--- src/rtl/reg_writeback_pkg.sv ---
// Shared types and constants for the reg_file writeback initiator.
// The bypass feature (WB_BYPASS_EN) uses these same definitions.
package reg_writeback_pkg;

  localparam int REG_ADDR_W = 6;
  localparam logic [REG_ADDR_W-1:0] HI_ADDR = 6'd32;
  localparam logic [REG_ADDR_W-1:0] LO_ADDR = 6'd33;
  localparam int NUM_REGS = 34;

  typedef struct packed {
    logic [REG_ADDR_W-1:0] addr;
    logic [31:0]           data;
    logic [31:0]           data_hi;
    logic                  pair;
  } wb_entry_t;

  typedef enum logic [1:0] {
    S_IDLE,
    S_ISSUE,
    S_LO
  } wb_state_t;

  // Register 0 is hard-wired and addresses past LO do not exist.
  function automatic logic addr_writable(input logic [REG_ADDR_W-1:0] a);
    return (a != '0) && (a < REG_ADDR_W'(NUM_REGS));
  endfunction

endpackage

--- src/rtl/wb_fifo.sv ---
// Circular request queue for reg_writeback; exposes its contents in
// age order (index 0 = head) so the top can search pending writes.
module wb_fifo
  import reg_writeback_pkg::*;
#(
  parameter int DEPTH = 2
) (
  input  logic                       clk,
  input  logic                       reset,
  input  logic                       push,
  input  wb_entry_t                  push_entry,
  input  logic                       pop,
  output wb_entry_t                  head,
  output logic                       full,
  output logic                       empty,
  output logic [$clog2(DEPTH+1)-1:0] count,
  output wb_entry_t                  age_entry [DEPTH],
  output logic [DEPTH-1:0]           age_valid
);

  localparam int PW = (DEPTH > 1) ? $clog2(DEPTH) : 1;
  localparam int CW = $clog2(DEPTH + 1);

  wb_entry_t     mem [DEPTH];
  logic [PW-1:0] rd_ptr;
  logic [PW-1:0] wr_ptr;
  logic [CW-1:0] cnt;
  logic          wr_en;
  logic          rd_en;
  logic [PW:0]   age_idx;

  function automatic logic [PW-1:0] bump(input logic [PW-1:0] p);
    return (p == PW'(DEPTH - 1)) ? '0 : p + 1'b1;
  endfunction

  assign full   = (cnt == CW'(DEPTH));
  assign empty  = (cnt == '0);
  assign count  = cnt;
  assign head   = mem[rd_ptr];
  assign wr_en  = push && !full;
  assign rd_en  = pop && !empty;

  always_ff @(posedge clk or posedge reset) begin
    if (reset) begin
      rd_ptr <= '0;
      wr_ptr <= '0;
      cnt    <= '0;
    end else begin
      if (wr_en) wr_ptr <= bump(wr_ptr);
      if (rd_en) rd_ptr <= bump(rd_ptr);
      case ({wr_en, rd_en})
        2'b10:   cnt <= cnt + 1'b1;
        2'b01:   cnt <= cnt - 1'b1;
        default: cnt <= cnt;
      endcase
    end
  end

  // Payload storage needs no reset; occupancy is tracked by cnt.
  always_ff @(posedge clk) begin
    if (wr_en) mem[wr_ptr] <= push_entry;
  end

  always_comb begin
    age_idx   = '0;
    age_valid = '0;
    for (int k = 0; k < DEPTH; k++) begin
      age_idx = {1'b0, rd_ptr} + (PW+1)'(k);
      if (age_idx >= (PW+1)'(DEPTH)) age_idx = age_idx - (PW+1)'(DEPTH);
      age_entry[k] = mem[age_idx[PW-1:0]];
      age_valid[k] = (CW'(k) < cnt);
    end
  end

endmodule

--- src/rtl/reg_writeback.sv ---
// Writeback initiator: queues register writes and drives the reg_file
// A3/WD3/WEN port, splitting HI/LO pairs. Optional bypass: WB_BYPASS_EN.
module reg_writeback
  import reg_writeback_pkg::*;
#(
  parameter int DEPTH = 2
) (
  input  logic                  clk,
  input  logic                  reset,
  input  logic                  req_valid,
  output logic                  req_ready,
  input  logic [REG_ADDR_W-1:0] req_addr,
  input  logic [31:0]           req_data,
  input  logic                  req_pair,
  input  logic [31:0]           req_data_hi,
  output logic [REG_ADDR_W-1:0] A3,
  output logic [31:0]           WD3,
  output logic                  WEN,
  output logic                  busy
`ifdef WB_BYPASS_EN
  ,
  input  logic [REG_ADDR_W-1:0] byp_addr,
  output logic                  byp_hit,
  output logic [31:0]           byp_data
`endif
);

  localparam int CW = $clog2(DEPTH + 1);

  wb_state_t             state_q, state_d;
  logic [REG_ADDR_W-1:0] a3_d;
  logic [31:0]           wd3_d;
  logic                  wen_d;
  logic [31:0]           lo_q, lo_d;
  logic                  push, pop, full, empty;
  logic [CW-1:0]         count;
  wb_entry_t             push_entry, head;
  wb_entry_t             age_entry [DEPTH];
  logic [DEPTH-1:0]      age_valid;

  assign req_ready  = !full;
  assign push       = req_valid && req_ready;
  assign push_entry = '{addr: req_addr, data: req_data, data_hi: req_data_hi, pair: req_pair};
  assign busy       = (count != '0) || (state_q == S_LO) || WEN;

  wb_fifo #(.DEPTH(DEPTH)) u_fifo (
    .clk        (clk),
    .reset      (reset),
    .push       (push),
    .push_entry (push_entry),
    .pop        (pop),
    .head       (head),
    .full       (full),
    .empty      (empty),
    .count      (count),
    .age_entry  (age_entry),
    .age_valid  (age_valid)
  );

  always_ff @(posedge clk or posedge reset) begin
    if (reset) begin
      state_q <= S_IDLE;
      A3      <= '0;
      WD3     <= '0;
      WEN     <= 1'b0;
      lo_q    <= '0;
    end else begin
      state_q <= state_d;
      A3      <= a3_d;
      WD3     <= wd3_d;
      WEN     <= wen_d;
      lo_q    <= lo_d;
    end
  end

  always_comb begin
    state_d = state_q;
    a3_d    = A3;
    wd3_d   = WD3;
    wen_d   = WEN;
    lo_d    = lo_q;
    pop     = 1'b0;
    case (state_q)
      S_LO: begin
        a3_d    = LO_ADDR;
        wd3_d   = lo_q;
        wen_d   = 1'b1;
        state_d = S_ISSUE;
      end
      default: begin
        if (!empty) begin
          pop = 1'b1;
          if (head.pair) begin
            a3_d    = HI_ADDR;
            wd3_d   = head.data_hi;
            wen_d   = 1'b1;
            lo_d    = head.data;
            state_d = S_LO;
          end else begin
            // Unwritable targets still consume a slot, just with WEN low.
            a3_d    = head.addr;
            wd3_d   = head.data;
            wen_d   = addr_writable(head.addr);
            state_d = S_ISSUE;
          end
        end else begin
          wen_d   = 1'b0;
          state_d = S_IDLE;
        end
      end
    endcase
  end

`ifdef WB_BYPASS_EN
  // Searched oldest to youngest so the last hit is the newest value.
  always_comb begin
    byp_hit  = 1'b0;
    byp_data = '0;
    if (byp_addr != '0) begin
      if (WEN && (A3 == byp_addr)) begin
        byp_hit  = 1'b1;
        byp_data = WD3;
      end
      if ((state_q == S_LO) && (byp_addr == LO_ADDR)) begin
        byp_hit  = 1'b1;
        byp_data = lo_q;
      end
      for (int k = 0; k < DEPTH; k++) begin
        if (age_valid[k]) begin
          if (age_entry[k].pair) begin
            if (byp_addr == HI_ADDR) begin
              byp_hit  = 1'b1;
              byp_data = age_entry[k].data_hi;
            end else if (byp_addr == LO_ADDR) begin
              byp_hit  = 1'b1;
              byp_data = age_entry[k].data;
            end
          end else if (addr_writable(age_entry[k].addr) && (age_entry[k].addr == byp_addr)) begin
            byp_hit  = 1'b1;
            byp_data = age_entry[k].data;
          end
        end
      end
    end
  end
`else
  logic unused_age;
  always_comb begin
    unused_age = ^age_valid;
    for (int k = 0; k < DEPTH; k++) unused_age = unused_age ^ (^age_entry[k]);
  end
`endif

endmodule

--- config.mk ---
export PLATFORM = sky130hd
export DESIGN_NAME = reg_writeback
export DESIGN_NICKNAME = d
export VERILOG_FILES = /design/src/rtl/reg_writeback_pkg.sv /design/src/rtl/wb_fifo.sv /design/src/rtl/reg_writeback.sv
export SDC_FILE = /design/constraint.sdc
export NUM_CORES = 1
export LEC_CHECK = 0
export BUFFER_PORTS_ARGS = -buffer_cell sky130_fd_sc_hd__buf_2
export CORE_MARGIN = 2
export CORE_UTILIZATION = 49
export DETAILED_ROUTE_END_ITERATION = 16
export PLACE_DENSITY_LB_ADDON = 0.3
export RECOVER_POWER = 50
export SYNTH_ARGS = -nofsm -noshare
export SYNTH_HDL_FRONTEND = slang
export SYNTH_SLANG_ARGS = --single-unit
--- constraint.sdc ---
create_clock -name clk -period 5.85 [get_ports clk]
set_input_delay 0.8775 -clock clk [delete_from_list [all_inputs] [get_ports clk]]
set_output_delay 0.8775 -clock clk [all_outputs]
set_load 0.05 [all_outputs]
After elaboration in Yosys (flattened, before gate mapping)

Memories as Yosys holds them, arrays and structs flattened.
Cells that the tools add are included.

Output and inout bits: 41
Bits in writable memories: 142
Register bits after elaboration: 77
Memories: 1
Logic and storage cells: 53
Input bits: 74

Mux-type cells: 19
Magnitude comparators: 1
Equality and inequality tests: 5
Bitwise operators: 2
Reductions and logical operators: 13
$add $sub $neg: 4

Memories:

| memory     | words | width | rd ports | clocked after Yosys merged registers in | write ports | line          | RTL |
|---|---|---|---|---|---|---|---|
| u_fifo.mem | 2     | 71    | 1        | 0                                       | 1           | wb_fifo.sv:24 | `wb_entry_t mem [DEPTH];` |

Operators with widths:

| cell                                                                  | count |
|---|---|
| 32-bit two-way mux                                                    | 3 |
| 6-bit two-way mux                                                     | 3 |
| 1-bit two-way mux                                                     | 9 |
| 2-bit equality test, second input constant                            | 3 |
| 6-bit less-than comparator, second input constant                     | 1 |
| 2-bit two-way mux                                                     | 3 |
| 6-bit nonzero test                                                    | 1 |
| 1-bit logical AND                                                     | 4 |
| 2-bit one-hot mux with 2 select lines                                 | 1 |
| 2-bit nonzero test                                                    | 2 |
| 3-bit AND reduction                                                   | 1 |
| 1-bit adder, second input constant                                    | 2 |
| 2-bit by 1-bit adder with 2-bit output, second input constant         | 1 |
| 2-bit by 1-bit equality test with 1-bit output, second input constant | 1 |
| 1-bit logical NOT                                                     | 2 |
| 2-bit logical NOT                                                     | 1 |
| 1-bit logical OR                                                      | 2 |
| 2-bit by 1-bit != test with 1-bit output, second input constant       | 1 |
| 1-bit NOT                                                             | 2 |
| 2-bit by 1-bit subtractor with 2-bit output, second input constant    | 1 |

Longest topological paths before layout

Gate-level depths: netlist (run 1).

Word-level depth: 6
Gate-level depth with buffers: 7
Depth with buffers taken out: 7

Hierarchy

From an unflattened synthesis (run 1), not the netlist that was laid out.

Cells, all modules: 682
Area total of the unflattened synthesis: 10510.1 um^2

By module, submodules not included:

| module        | area each (um^2) | cells each | sequential area each (um^2) | times used |
|---|---|---|---|---|
| wb_fifo       | 7031.7           | 395        | 4364.2                      | 1 |
| reg_writeback | 3478.3           | 287        | 1826.8                      | 1 |

Least setup slack after synthesis (run 1)

OpenSTA, ideal clock, no wires.

Path type: register to register
Start: register u_fifo.cnt[0] (netlist: u_fifo.count[0])
End: memory u_fifo.mem[0][0] in the netlist's numbering (enable)
Path buffers: 1
Path slack: 1.217 ns
Cell stages (with the launch flop): 5
Required time: 5.349 ns
Arrival time: 4.132 ns
Path through: dfrtp_1 > buf_2 > nand2b_1 > nand2_1 > nor2_1

Word-level cells in the longest chain between the ends: 6

RTL lines:

| element                                     | line                | RTL |
|---|---|---|
| start, declared                             | wb_fifo.sv:27       | `logic [CW-1:0] cnt;` |
| start signal, assigned                      | wb_fifo.sv:52       | `2'b10: cnt <= cnt + 1'b1;` |
| start signal, assigned                      | wb_fifo.sv:53       | `2'b01: cnt <= cnt - 1'b1;` |
| start signal, assigned                      | wb_fifo.sv:54       | `default: cnt <= cnt;` |
| 2-bit equality test (*)                     | wb_fifo.sv:36       | `assign full = (cnt == CW'(DEPTH));` |
| 1-bit logical NOT (*)                       | reg_writeback.sv:41 | `assign req_ready = !full;` |
| named net req_ready                         | reg_writeback.sv:11 | `output logic req_ready,` |
| 1-bit logical AND                           | reg_writeback.sv:42 | `assign push = req_valid && req_ready;` |
| 1-bit logical AND (*)                       | wb_fifo.sv:40       | `assign wr_en = push && !full;` |
| 1-bit two-way mux (*)                       | wb_fifo.sv:61       | `if (wr_en) mem[wr_ptr] <= push_entry;` |
| 1-bit two-way mux (not written as such) (*) | wb_fifo.sv:61       |  |
| end, declared                               | wb_fifo.sv:24       |  |

The timed path passes the listed nets; every way through them passes the cells marked *.

Worst setup path after layout (run 1)

Start: register u_fifo.rd_ptr
End: register lo_q[28]

Word-level cells in the longest chain between the ends: 2

RTL lines:

| element                       | line                | RTL |
|---|---|---|
| start, declared               | wb_fifo.sv:25       | `logic [PW-1:0] rd_ptr;` |
| start signal, assigned        | wb_fifo.sv:50       | `if (rd_en) rd_ptr <= bump(rd_ptr);` |
| memory read 2 x 71 bit (*)    | -                   |  |
| 3-bit AND reduction (no line) | -                   |  |
| end signal, assigned          | reg_writeback.sv:72 | `lo_q <= lo_d;` |
| end, declared                 | reg_writeback.sv:34 | `logic [31:0] lo_q, lo_d;` |

Mark *: on every way between the ends. The rest lies on a longest branch, timed or not.
A chain may end at the register's enable or synchronous reset.

==> run_results.csv, run 1 <==
group,metric,value,unit
outcome,outcome,"complete, but fails checks",
outcome,violations,"max-capacitance violations, max-slew violations",
layout,nFillCells,1408,
logic_synthesis,yosys.area.top_type,"edfxtp_1",
route,vias,4777,
worst_setup_path,worstSetupPathType,"reg -> reg",
worst_setup_path,ff2ff_path_depth,3,
worst_setup_path,cp.arrival,3.92,ns
grt,grt_antenna_before_repair,0,
timing,rsz0062_at_grt,"no",
clocking,cts_buffers,22,
logic_synthesis,synthCells,531,
route,wirelength,16670,um
timing,relSlewSlack,-0.4456,
clocking,clk-insertion-delay-late,0.50,ns
grt,grt_pass1_vias,4898,
placed_design,place_inst,841,
timing,finalMaxSlewViolations,74,
worst_setup_path,regToRegEndpoint,"lo_q[28]",
placed_design,place_ws,2.830,ns
power_and_ir_drop,p_int,3.846,mW
die,core-area,17180,um2
job,maxCapViolations,1,
layout,final_cell_count_no_fill,881,
route,drc,0,
power_and_ir_drop,p_seq_frac,0.406,
grt,grt_max_degree,78,
worst_setup_path,crit_fanout,73,
layout,multiInputGateArea,2203,um2
timing,setup_slack,2.306,ns
die,start_util,0.4974,
route,wl_per_cell,18.92,um
power_and_ir_drop,vdd_drop_max,0.0003289,V
die,die-height,136.0,um
power_and_ir_drop,report.power.total,6.092,mW
timing,finClkSkew,0.01688,ns
logic_synthesis,syn-num-nets,606,
logic_synthesis,synth-seq-area-share,0.7247,
timing,setup_viol,0,
clocking,cts_sinks,219,
clocking,clk_pin_slew,0.06,ns
logic_synthesis,netlist.area_leader.share,0.4991,
timing,max_freq,282.2,MHz
route,first_pass_iters,4,
route,drtAntennaViolNets,0,
worst_setup_path,worst_setup_path_end_kind,"flop",
clocking,cts_root_buffer,"clkbuf_16",
logic_synthesis,yosysWarnings,0,
timing,hold_viol,0,
timing,fin_crit,3.544,ns
power_and_ir_drop,power_frac_comb,0.370,
route,vias_per_cell,5.422,
layout,antennaDiodeCount,0,
min_path,hp-class,"reg -> reg",
worst_setup_path,start_kind,"flop",
power_and_ir_drop,power_switching,2.246,mW
layout,area_delta_synth_final,16.21,%
clocking,cts_resized,0,
logic_synthesis,synth_cell_types,28,
power_and_ir_drop,power_density,613.6,nW/um2
placed_design,port-buffer-count,114,
worst_setup_path,crit_path_end,"lo_q[28]",
die,ios,115,
timing,finalCritPeriodShare,0.6058,
clocking,post-cts-setup-buffers,0,
clocking,htreeDepth,1,
logic_synthesis,synthTopCellsByArea,"edfxtp_1 (50%), dfrtp_1 (23%), mux2_4 (5.3%)",
die,die_x,136.0,um
grt,gr-total-overflow,0,
power_and_ir_drop,p_leak,3.782,nW
worst_setup_path,critical_path.startpoint,"u_fifo.rd_ptr",
power_and_ir_drop,pwr-share-clk,0.224,
clocking,cts_tree,"built",
grt,grt_pass1_wl,26270,um
timing,setup_tns,0,ns
layout,drive_gt1_frac,0.2485,
logic_synthesis,synth-seq-cells,219,
logic_synthesis,syn_area_per_cell,16.09,um2
clocking,cts_buffer_depth,3,
die,die-area,18510,um2
layout,seq_area,6195,um2
power_and_ir_drop,p_sw_frac,0.3687,
worst_setup_path,r2r_setup_slack,2.31,ns
layout,nNetsFinal,715,
route,drtIter0Drc,222,
clocking,hold_buffers,0,
timing,worst_pin_slew,2.168,ns
worst_setup_path,rr_startpoint,"u_fifo.rd_ptr",
worst_setup_path,cp.required,6.22,ns
placed_design,place.gp.congestion,0.7353,
placed_design,hpwl,10080,um
min_path,hold_depth,1,
grt,track_usage,0.1831,
logic_synthesis,synth_area,8543,um2
die,rows,48,
[cells in the final DEF (no fill, tap or decap), drive strengths merged, types with 2 or more instances in the layout]
cell        n
edfxtp    142
clkbuf     91
dfrtp      77
o21ai      67
mux2       65
buf        58
mux2i      38
nand2      34
a22oi      33
nor2       10
nor3        8
clkinv      7
a21oi       5
xnor2       4
nand2b      3
clkinvlp    2
[worst max-delay path: stages, from the launching register on]
cell and delay (ns):
dfrtp_4 0.47, mux2_1 1.68, and2_4 0.83, mux2_2 0.40
[cells in the mapped netlist (all sizes together)]
cell type,number
ha,1
and3,1
nor4,1
nand2b,3
a21oi,5
and2,1
inv,2
nor2b,1
o21ai,67
clkbuf,21
edfxtp,142
a31oi,1
xnor2,4
nor3,8
a211o,1
nor2,10
dfrtp,77
o31ai,1
nand2,34
buf,12
mux2i,38
a22oi,33
xor2,1
mux2,65
nor3b,1
[cell families (layout without fill, tap and decap cells)]
kind of cell / Yosys count / in the layout / share of synthesized area
compound gates: 108 / 108 / 0.07425
xor+xnor: 5 / 5 / 0.005126
fa+ha+maj: 1 / 1 / 0.001464
buf+inv: 35 / 160 / 0.02080
flops: 219 / 219 / 0.7247
mux: 103 / 103 / 0.1434
simple gates: 60 / 60 / 0.03032
[final cells by class]
cell class,count,area share
clock buffers,31,0.06503
clock inverters,9,0.006931
well taps,225,0.02836
inverters,2,0.0008822
flip-flops and latches,219,0.6239
repair buffers,118,0.05293
multi-input cells,277,0.2219
[layer usage]
metal	up-vias	track usage	routed length (um)
li1	2214	-	-
met1	2391	0.2518	7292
met2	142	0.2968	8002
met3	30	0.03430	962
met4	0	0.06019	413
met5	-	0	0
[flip-flops by register name (all words and copies together) (netlist names)]
register	flops
u_fifo.count	2
u_fifo.wr_ptr	1
WD3	32
state_q	2
WEN	1
u_fifo.mem	142
A3	6
lo_q	32
u_fifo.rd_ptr	1
[power groups by stage]
stage | Sequential [mW] | Clock [mW] | Combinational (mW)
after CTS | 2.48 | 1.39 | 2.30
after global routing | 2.52 | 1.45 | 2.44
after floorplan | 2.87 | 0 | 1.38
final | 2.47 | 1.37 | 2.25
after global placement | 2.48 | 0 | 2.23
after detailed placement | 2.49 | 0 | 2.30
[per-stage QoR]
stage,cell area [um2],utilization,hold WS [ns]
floorplan,8543,-,0.4608
global placement,9293,0.5410,0.4927
detailed placement,9293,0.5410,0.4965
CTS,10010,0.5826,0.5113
global route,9928,0.5780,0.5238
finish,9928,0.5780,0.5152
[worst min path at each step]
stage	from	endpoint
after floorplan	u_fifo.wr_ptr	u_fifo.wr_ptr
after global placement	lo_q[28]	lo_q[28]
after detailed placement	lo_q[23]	lo_q[23]
after CTS	lo_q[30]	lo_q[30]
after global routing	lo_q[8]	lo_q[8]
final	lo_q[6]	lo_q[6]
(Power assumes the default switching activity.)
==> run 2, diff against run 1 <==
Clock period 5.85 ns to 3.2 ns, I/O delays scaled along.
==> run 2 against run 1 <==
- the run still ends with max-capacitance violations, max-slew violations left
- highest routed layer unchanged
- first-iteration DRC count rose by 9.5%
- largest power group unchanged
- critical path depth rose by 1
- power rose by 86%
- final area rose by 1.3%
- sequential power rose by 85%
- register-to-register slack got worse by 1.5 ns
==> run_results.csv, run 2 (same netlist as run 1, synthesis figures left out) <==
group,metric,value,unit
worst_setup_path,start_kind,"flop",
layout,largest_registers,"u_fifo.mem (142), WD3 (32), lo_q (32)",
outcome,outcome,"complete, but fails checks",
layout,fin_util,0.5855,
clocking,cts_sinks,219,
route,drc,0,
timing,fin_crit,2.360,ns
clocking,post-cts-setup-buffers,0,
die,rows,48,
timing,finClkSkew,0.009806,ns
die,core-area,17180,um2
grt,grt_antenna_before_repair,2,
timing,hold_viol,0,
worst_setup_path,crit_buf_inv,1,
layout,layout_common_cells,"edfxtp_1 (142), dfrtp_1 (76), o21ai_0 (66)",
clocking,cts_buffer_depth,3,
timing,relSlewSlack,-0.4558,
route,wl_per_cell,18.89,um
layout,fin_area,10060,um2
job,maxCapViolations,1,
clocking,htreeDepth,1,
worst_setup_path,cp.required,3.57,ns
timing,setup_viol,0,
power_and_ir_drop,p_sw_frac,0.3626,
outcome,violations,"max-capacitance violations, max-slew violations",
clocking,hold_buffers,0,
layout,area_delta_synth_final,17.72,%
worst_setup_path,worst_setup_path_end_kind,"flop",
timing,hold_ws,0.1714,ns
placed_design,port-buffer-count,114,
power_and_ir_drop,pwr-share-clk,0.238,
clocking,clk_pin_slew,0.06,ns
route,wirelength,16780,um
die,die_x,136.0,um
power_and_ir_drop,report.power.total,11.36,mW
placed_design,placed_area,9343,um2
layout,drive_gt1_frac,0.2617,
route,drtAntennaViolNets,0,
die,start_util,0.4974,
route,first_pass_iters,4,
clocking,cts_buffers,22,
placed_design,place.gp.congestion,0.7443,
die,ios,115,
power_and_ir_drop,p_leak,3.858,nW
power_and_ir_drop,power_switching,4.118,mW
timing,rsz0062_at_grt,"no",
power_and_ir_drop,power_frac_comb,0.359,
grt,grt_max_degree,50,
timing,worst_pin_slew,2.172,ns
clocking,clk-insertion-delay-late,0.49,ns
power_and_ir_drop,p_int,7.240,mW
layout,largest_register_ffs,142,
route,vias_per_cell,5.394,
die,die-area,18510,um2
timing,finalCritPeriodShare,0.7373,
power_and_ir_drop,power_density,1129,nW/um2
timing,max_freq,423.8,MHz
grt,gr-total-overflow,0,
timing,setup_tns,0,ns
power_and_ir_drop,vdd_drop_max,0.0005161,V
worst_setup_path,crit_path_cell_trace,"o21ai_4 > inv_1 > and2_4 > mux2_4",
worst_setup_path,crit_fanout,34,
min_path,hp-class,"in -> reg",
layout,nFillCells,1377,
layout,nNetsFinal,720,
layout,final_common_cell,"edfxtp_1",
worst_setup_path,slowest_stage,"o21ai_4",
timing,finalMaxSlewViolations,45,
route,vias,4790,
worst_setup_path,cp.arrival,2.73,ns
layout,regMostFlops,"u_fifo.mem",
placed_design,hpwl,10350,um
grt,track_usage,0.1827,
die,die-height,136.0,um
worst_setup_path,critical_path.top_delay_family,"compound AO/OA/AOI/OAI gates",
clocking,cts_tree,"built",
clocking,cts_resized,0,
clocking,cts_root_buffer,"clkbuf_16",
grt,grt_pass1_wl,26060,um
power_and_ir_drop,p_seq_frac,0.403,
worst_setup_path,max_stage_delay,0.78,ns
route,drtIter0Drc,243,
worst_setup_path,worstSetupPathType,"reg -> reg",
grt,grt_pass1_vias,4901,
==> run 2: cell count changes in the layout (fill, tap and decap cells not counted) <==
cell        before  now
buf_4            4    8
clkinvlp_4       1    0
clkbuf_1        64   62
buf_2           54   56
clkinv_2         4    3
diode_2          0    2
clkbuf_8         4    6
clkinv_1         3    1
buf_12           0    1
mux2_1           1    0
bufinv_16        1    3
mux2_4          29   30
==> run 2: power by group through the flow <==
stage	Combinational [mW]	Clock [mW]	Sequential, mW
2_1_floorplan	2.52	0	5.24
3_3_place_gp	4.03	0	4.58
3_5_place_dp	4.16	0	4.62
5_1_grt	4.40	2.86	4.67
6_report	4.08	2.70	4.58
4_1_cts	4.16	2.74	4.58
==> run 2: path summary, 6_finish.rpt <==
check | start | to | slack, ns | cells after the start
min in group asynchronous | reset | lo_q[16] | 0.55 | 2
max in group asynchronous | reset | u_fifo.rd_ptr | 1.44 | 2
worst min-delay path | req_data_hi[6] | u_fifo.mem[0][7] | 0.17 | 1
worst max-delay path | u_fifo.count[0] | lo_q[23] | 0.84 | 4
worst max register to register | u_fifo.count[0] | lo_q[23] | 0.84 | 4
worst min register to register | WD3[14] | WD3[14] | 0.51 | 2
==> run 2: metal layers <==
metal	track usage	wire length, um
met1	0.2468	7320
met2	0.3054	8299
met5	0	0
met4	0.04514	178
met3	0.03803	977
==> run 2: layout make-up <==
type	count	area (um2)	area share
sequential	219	6195	0.6160
multi-input combinational	277	2207	0.2195
clock buffer	33	673.1	0.06693
timing repair buffer	123	578.1	0.05748
tap	225	281.5	0.02799
clock inverter	7	108.9	0.01082
inverter	2	8.758	0.0008709
antenna	2	5.005	0.0004976
==> run 2: through the flow <==
stage / cells / setup slack [ns]
2_1_floorplan: 531 / 0.01000
3_3_place_gp: 846 / 0.8685
3_5_place_dp: 846 / 0.8277
4_1_cts: 886 / 0.8184
5_1_grt: 887 / 0.6702
6_report: 888 / 0.8405
